[src/rtl/contador_ud_ctrl.sv]
// contador_ud_ctrl: arbitrates increment/decrement requests onto a shared
// up/down counter. Request edges are queued per side, served one at a time in
// round-robin order, checked against the counter's live value, and spaced by a
// programmable hold-off so each limit check sees the previous strobe's result.
module contador_ud_ctrl #(
   parameter int W         = 4,
   parameter int MAX_COUNT = 15,
   parameter int P         = 3,
   parameter int GAP       = 1
) (
   input  logic         clk,
   input  logic         reset,
   input  logic         inc_req,
   input  logic         dec_req,
   input  logic [W-1:0] count,
   output logic         up,
   output logic         down,
   output logic         full,
   output logic         empty,
   output logic         busy,
   output logic         reject,
   output logic         q_ovf
);

   typedef enum logic [1:0] {
      S_IDLE,
      S_ISSUE,
      S_HOLD
   } state_t;

   typedef enum logic {
      G_INC,
      G_DEC
   } grant_t;

   localparam int              HW       = $clog2(GAP + 1);
   localparam logic [W-1:0]    MAX_W    = W'(MAX_COUNT);
   localparam logic [P-1:0]    PEND_MAX = '1;
   localparam logic [HW-1:0]   GAP_W    = HW'(GAP);

   state_t        state_q, state_d;
   grant_t        last_grant_q, last_grant_d;
   logic [HW-1:0] hold_q, hold_d;
   logic [P-1:0]  inc_pend_q, inc_pend_d;
   logic [P-1:0]  dec_pend_q, dec_pend_d;
   logic          inc_prev_q, dec_prev_q;
   logic          up_q, up_d;
   logic          down_q, down_d;
   logic          reject_q, reject_d;
   logic          q_ovf_q, q_ovf_d;

   logic          inc_edge, dec_edge;
   logic          inc_consume, dec_consume;

   // Rising-edge detection on the already-synchronous request levels.
   assign inc_edge = inc_req & ~inc_prev_q;
   assign dec_edge = dec_req & ~dec_prev_q;

   // Arbitration and sequencing: pick a side in IDLE, strobe in ISSUE, wait in HOLD.
   always_comb begin
      // NOTE: every output of this block gets a default first so no path leaves it unassigned (which would infer a latch).
      state_d      = state_q;
      last_grant_d = last_grant_q;
      hold_d       = hold_q;
      up_d         = 1'b0;
      down_d       = 1'b0;
      reject_d     = 1'b0;
      inc_consume  = 1'b0;
      dec_consume  = 1'b0;

      case (state_q)
         S_IDLE: begin
            if ((inc_pend_q != '0) && (dec_pend_q != '0)) begin
               // Both sides waiting: the side that did not win last time goes first.
               if (last_grant_q == G_DEC) inc_consume = 1'b1;
               else                       dec_consume = 1'b1;
            end else if (inc_pend_q != '0) begin
               inc_consume = 1'b1;
            end else if (dec_pend_q != '0) begin
               dec_consume = 1'b1;
            end

            // The limit check uses the counter value seen in this very cycle.
            if (inc_consume) begin
               last_grant_d = G_INC;
               state_d      = S_ISSUE;
               if (count == MAX_W) reject_d = 1'b1;
               else                up_d     = 1'b1;
            end else if (dec_consume) begin
               last_grant_d = G_DEC;
               state_d      = S_ISSUE;
               if (count == '0) reject_d = 1'b1;
               else             down_d   = 1'b1;
            end
         end

         S_ISSUE: begin
            state_d = S_HOLD;
            hold_d  = GAP_W;
         end

         S_HOLD: begin
            hold_d = hold_q - HW'(1);
            if (hold_q == HW'(1)) state_d = S_IDLE;
         end

         default: state_d = S_IDLE;
      endcase
   end

   // Pending-request counters: queue edges, drop and flag edges at saturation.
   always_comb begin
      inc_pend_d = inc_pend_q;
      dec_pend_d = dec_pend_q;
      q_ovf_d    = 1'b0;

      if (inc_edge && !inc_consume) begin
         if (inc_pend_q == PEND_MAX) q_ovf_d    = 1'b1;
         else                        inc_pend_d = inc_pend_q + P'(1);
      end else if (!inc_edge && inc_consume) begin
         inc_pend_d = inc_pend_q - P'(1);
      end

      if (dec_edge && !dec_consume) begin
         if (dec_pend_q == PEND_MAX) q_ovf_d    = 1'b1;
         else                        dec_pend_d = dec_pend_q + P'(1);
      end else if (!dec_edge && dec_consume) begin
         dec_pend_d = dec_pend_q - P'(1);
      end
   end

   // State and output registers; reset discards queued work and any in-flight operation.
   always_ff @(posedge clk) begin
      // NOTE: sequential state uses non-blocking assignments so every register samples pre-edge values.
      if (reset) begin
         state_q      <= S_IDLE;
         last_grant_q <= G_DEC;
         hold_q       <= '0;
         inc_pend_q   <= '0;
         dec_pend_q   <= '0;
         inc_prev_q   <= 1'b0;
         dec_prev_q   <= 1'b0;
         up_q         <= 1'b0;
         down_q       <= 1'b0;
         reject_q     <= 1'b0;
         q_ovf_q      <= 1'b0;
      end else begin
         state_q      <= state_d;
         last_grant_q <= last_grant_d;
         hold_q       <= hold_d;
         inc_pend_q   <= inc_pend_d;
         dec_pend_q   <= dec_pend_d;
         inc_prev_q   <= inc_req;
         dec_prev_q   <= dec_req;
         up_q         <= up_d;
         down_q       <= down_d;
         reject_q     <= reject_d;
         q_ovf_q      <= q_ovf_d;
      end
   end

   assign up     = up_q;
   assign down   = down_q;
   assign reject = reject_q;
   assign q_ovf  = q_ovf_q;
   assign full   = (count == MAX_W);
   assign empty  = (count == '0);
   assign busy   = (state_q != S_IDLE) || (inc_pend_q != '0) || (dec_pend_q != '0);

endmodule

[config.mk]
export PLATFORM = sky130hd
export DESIGN_NAME = contador_ud_ctrl
export DESIGN_NICKNAME = d
export VERILOG_FILES = /design/src/rtl/contador_ud_ctrl.sv
export SDC_FILE = /design/constraint.sdc
export NUM_CORES = 1
export LEC_CHECK = 0
export CAP_MARGIN = 20
export CELL_PAD_IN_SITES_DETAIL_PLACEMENT = 1
export CELL_PAD_IN_SITES_GLOBAL_PLACEMENT = 1
export CORE_ASPECT_RATIO = 1.1
export CORE_MARGIN = 1
export CORE_UTILIZATION = 42
export DETAILED_ROUTE_END_ITERATION = 6
export HOLD_SLACK_MARGIN = 0.06
export PLACE_DENSITY = 0.83
export SYNTH_ARGS = -nofsm -noshare
export SYNTH_HDL_FRONTEND = slang
export SYNTH_SLANG_ARGS = --single-unit
export TNS_END_PERCENT = 50
[constraint.sdc]
create_clock -name clk -period 5.65 [get_ports clk]
set_input_delay 0.8475 -clock clk [delete_from_list [all_inputs] [get_ports clk]]
set_output_delay 0.8475 -clock clk [all_outputs]
set_load 0.005 [all_outputs]
==> flow_metrics.tcl <==
set metrics [dict create \
    worstPathCellList "clkdlybuf4s50_1 > nor4_1 > clkdlybuf4s50_1" \
    die_x_um 45.64 \
    cpMaxStageDelayCell "clkdlybuf4s50_1" \
    startpoint_type "input port" \
    skew_ns 0.002928 \
    postLayoutCellArea_sq_um 1076 \
    wl_um 1666 \
    place_inst 131 \
    h-tree-depth 1 \
    grt_overflow 0 \
    seqPwrFrac_pct 36.0 \
    cts.root.buffer_cell "clkbuf_4" \
    cp_data_required_time_ns 4.80 \
    synth_edf_count 0 \
    final_layout_size_suffix_gt1_share_pct 10.28 \
    syn_inst 91 \
    clock-sinks 16 \
    row_count 17 \
    swShare_pct 38.98 \
    clkPwrFrac_pct 14.1 \
    area_delta_synth_final_pct 22.33 \
    hold_buffers 0 \
    whs_path_depth 2 \
    crit_family "buffers and inverters" \
    critPathMaxFanout 3 \
    cts-buffers-inserted 3 \
    outcome "completed" \
    syn_nets 104 \
    vias_per_cell 5.104 \
    netlist_area_sq_um 879.6 \
    holdWs_ns 0.5235 \
    path_class "input port to output port" \
    yosysUniqueCellTypes 29 \
    cts.clk_slew.worst_paths_ns 0.10 \
    relSlewSlack_pct 52.00 \
    nets 121 \
    max_stage_delay_ns 0.59 \
    syn_area_per_cell_sq_um 9.666 \
    vdd_drop_max_mv 0.2906 \
    yosysMostFrequentCell "dfxtp_1" \
    post-cts-setup-buffers 0 \
    p_per_area_nw_per_um2 508.8 \
    grt_pass1_wl_um 2994 \
    period_needed_ns 3.160 \
    synth.top_cell.area_share_pct 36.42 \
    end_kind "output port" \
    power_frac_comb_pct 49.9 \
    synth_ff_type "dfxtp_1" \
    cp.depth 3 \
    via_count 689 \
    die_area_sq_um 2282 \
    start_util_pct 43.99 \
    period_share_pct 55.93 \
    setup_viol 0 \
    ys_seq_area_share_pct 36.42 \
    p_int_mw 0.3341 \
    coreArea_sq_um 1999 \
    finalHoldViolCount 0 \
    postPlaceCellArea_sq_um 1040 \
    synthArstFlopShare_pct 0 \
    tightest_slew_ns 0.7178 \
    finalSetupTns_ns 0 \
    crit_top_cell "clkdlybuf4s50_1" \
    yosys_register_bits 16 \
    stdcell_count 135 \
    drc_errors 0 \
    yosysTopAreaCell "dfxtp_1" \
    grt_setup_unrepaired "no" \
    drtIter0Drc 2 \
    gp_congestion 0.7489 \
    clockBufferDepth 2 \
    numPortBuffers 14 \
    io_pins 15 \
    diodes 0 \
    r2r_cells 9 \
    synth.area.top_cells "dfxtp_1 (36%), mux2i_1 (6.8%), mux2_1 (5.1%), nor2b_1 (5.0%), nor2_1 (4.7%)" \
    antenna_found_initial 0 \
    grt_max_degree 23 \
    grt_pass1_vias 679 \
    antenna_left 0 \
    tritoncts "yes" \
    fillers 250 \
    drtPass1Iterations 2 \
    hold_class "flop to flop" \
    track_usage_pct 18.41 \
    arrival_ns 2.31 \
    finalMaxSlewViolations 0 \
    synth_top_cells_by_count "dfxtp_1 (16), nor2_1 (11), nor2b_1 (7)" \
    die_h_um 50.00 \
    cp_num_buf_inv 2 \
    max_freq_mhz 316.5 \
    leakage_nw 0.4552 \
    hpwl_um 1218 \
    ctsResizeCount 0 \
    yosysWarnings 0 \
    maxCapViolations 0 \
    p_switching_mw 0.2134 \
    worst_skew_pair.late_latency_ns 0.29 \
    avgRoutedWirePerCell_um 12.34 \
]
## worst paths after layout
| path | from | end | slack, ns |
|---|---|---|---|
| setup / recovery | count[1] | empty | 2.49 |
| hold / removal | state_q[0] | state_q[0] | 0.52 |
| setup reg to reg | state_q[0] | inc_pend_q[2] | 3.43 |
| hold reg to reg | state_q[0] | state_q[0] | 0.52 |
## state kept, by name (all words and copies together) (netlist names)
| name | cells |
|---|---|
| state_q | 2 |
| dec_prev_q | 1 |
| down | 1 |
| inc_prev_q | 1 |
| dec_pend_q | 3 |
| up | 1 |
| hold_q | 1 |
| inc_pend_q | 3 |
| last_grant_q | 1 |
| q_ovf | 1 |
| reject | 1 |
## kinds of logic after synthesis
| group | share of synthesized area [%] |
|---|---|
| AOI/OAI and AO/OA | 7.112 |
| adders and majority gates | 8.820 |
| buffers and inverters | 3.413 |
| DFF | 36.42 |
| muxes | 13.51 |
| and+or+nand+nor | 30.73 |
## area by class of cell
| type | count | area (sq um) | share of cell area (%) |
|---|---|---|---|
| clock buffer | 4 | 36.28 | 3.372 |
| inverter | 4 | 15.01 | 1.395 |
| multi-input combinational | 69 | 529.3 | 49.19 |
| sequential | 16 | 320.3 | 29.77 |
| tap | 28 | 35.03 | 3.256 |
| timing repair buffer | 14 | 140.1 | 13.02 |
## cells in the final DEF, fill, tap and decap left out, drive strengths merged, types with 3 or more instances in the layout
| master | instances |
|---|---|
| clkbuf | 4 |
| clkdlybuf4s50 | 14 |
| dfxtp | 16 |
| ha | 3 |
| inv | 4 |
| mux2 | 4 |
| mux2i | 7 |
| nand2 | 5 |
| nand2b | 4 |
| nand3 | 4 |
| nand3b | 4 |
| nor2 | 11 |
| nor2b | 7 |
| nor3 | 5 |
## per-stage QoR
stage,total power [mW],setup WS (ns),util [%]
floorplan,0.4005,3.358,-
global placement,0.4616,2.540,52.00
detailed placement,0.4744,2.490,52.00
CTS,0.5555,2.463,53.82
global route,0.5898,2.331,53.82
finish,0.5475,2.490,53.82
## power groups by stage
stage | sequential [mW] | combinational (mW) | clock [mW]
after floorplan | 0.192 | 0.209 | 0
after global placement | 0.198 | 0.264 | 0
after detailed placement | 0.200 | 0.274 | 0
after CTS | 0.198 | 0.278 | 0.0796
after global routing | 0.204 | 0.300 | 0.0853
final | 0.197 | 0.273 | 0.0770
## routing by layer
metal  part of all wire [%]  track usage [%]  up-vias
li1                       -                -      345
met1                     47            21.90      322
met2                     46            30.00       17
met3                    4.0            4.029        5
met4                    2.5            9.091        0
met5                      0                0        -
## worst reg2reg max path: cells and delay by family, from the launching register on
kind                       cells  cell delay, ns
adders and majority gates      2            0.67
AOI/OAI and AO/OA              2            0.29
and+or+nand+nor                2            0.26
muxes                          2            0.47
buffers and inverters          1            0.07
DFF                            1            0.36
(Power assumes the default switching activity.)
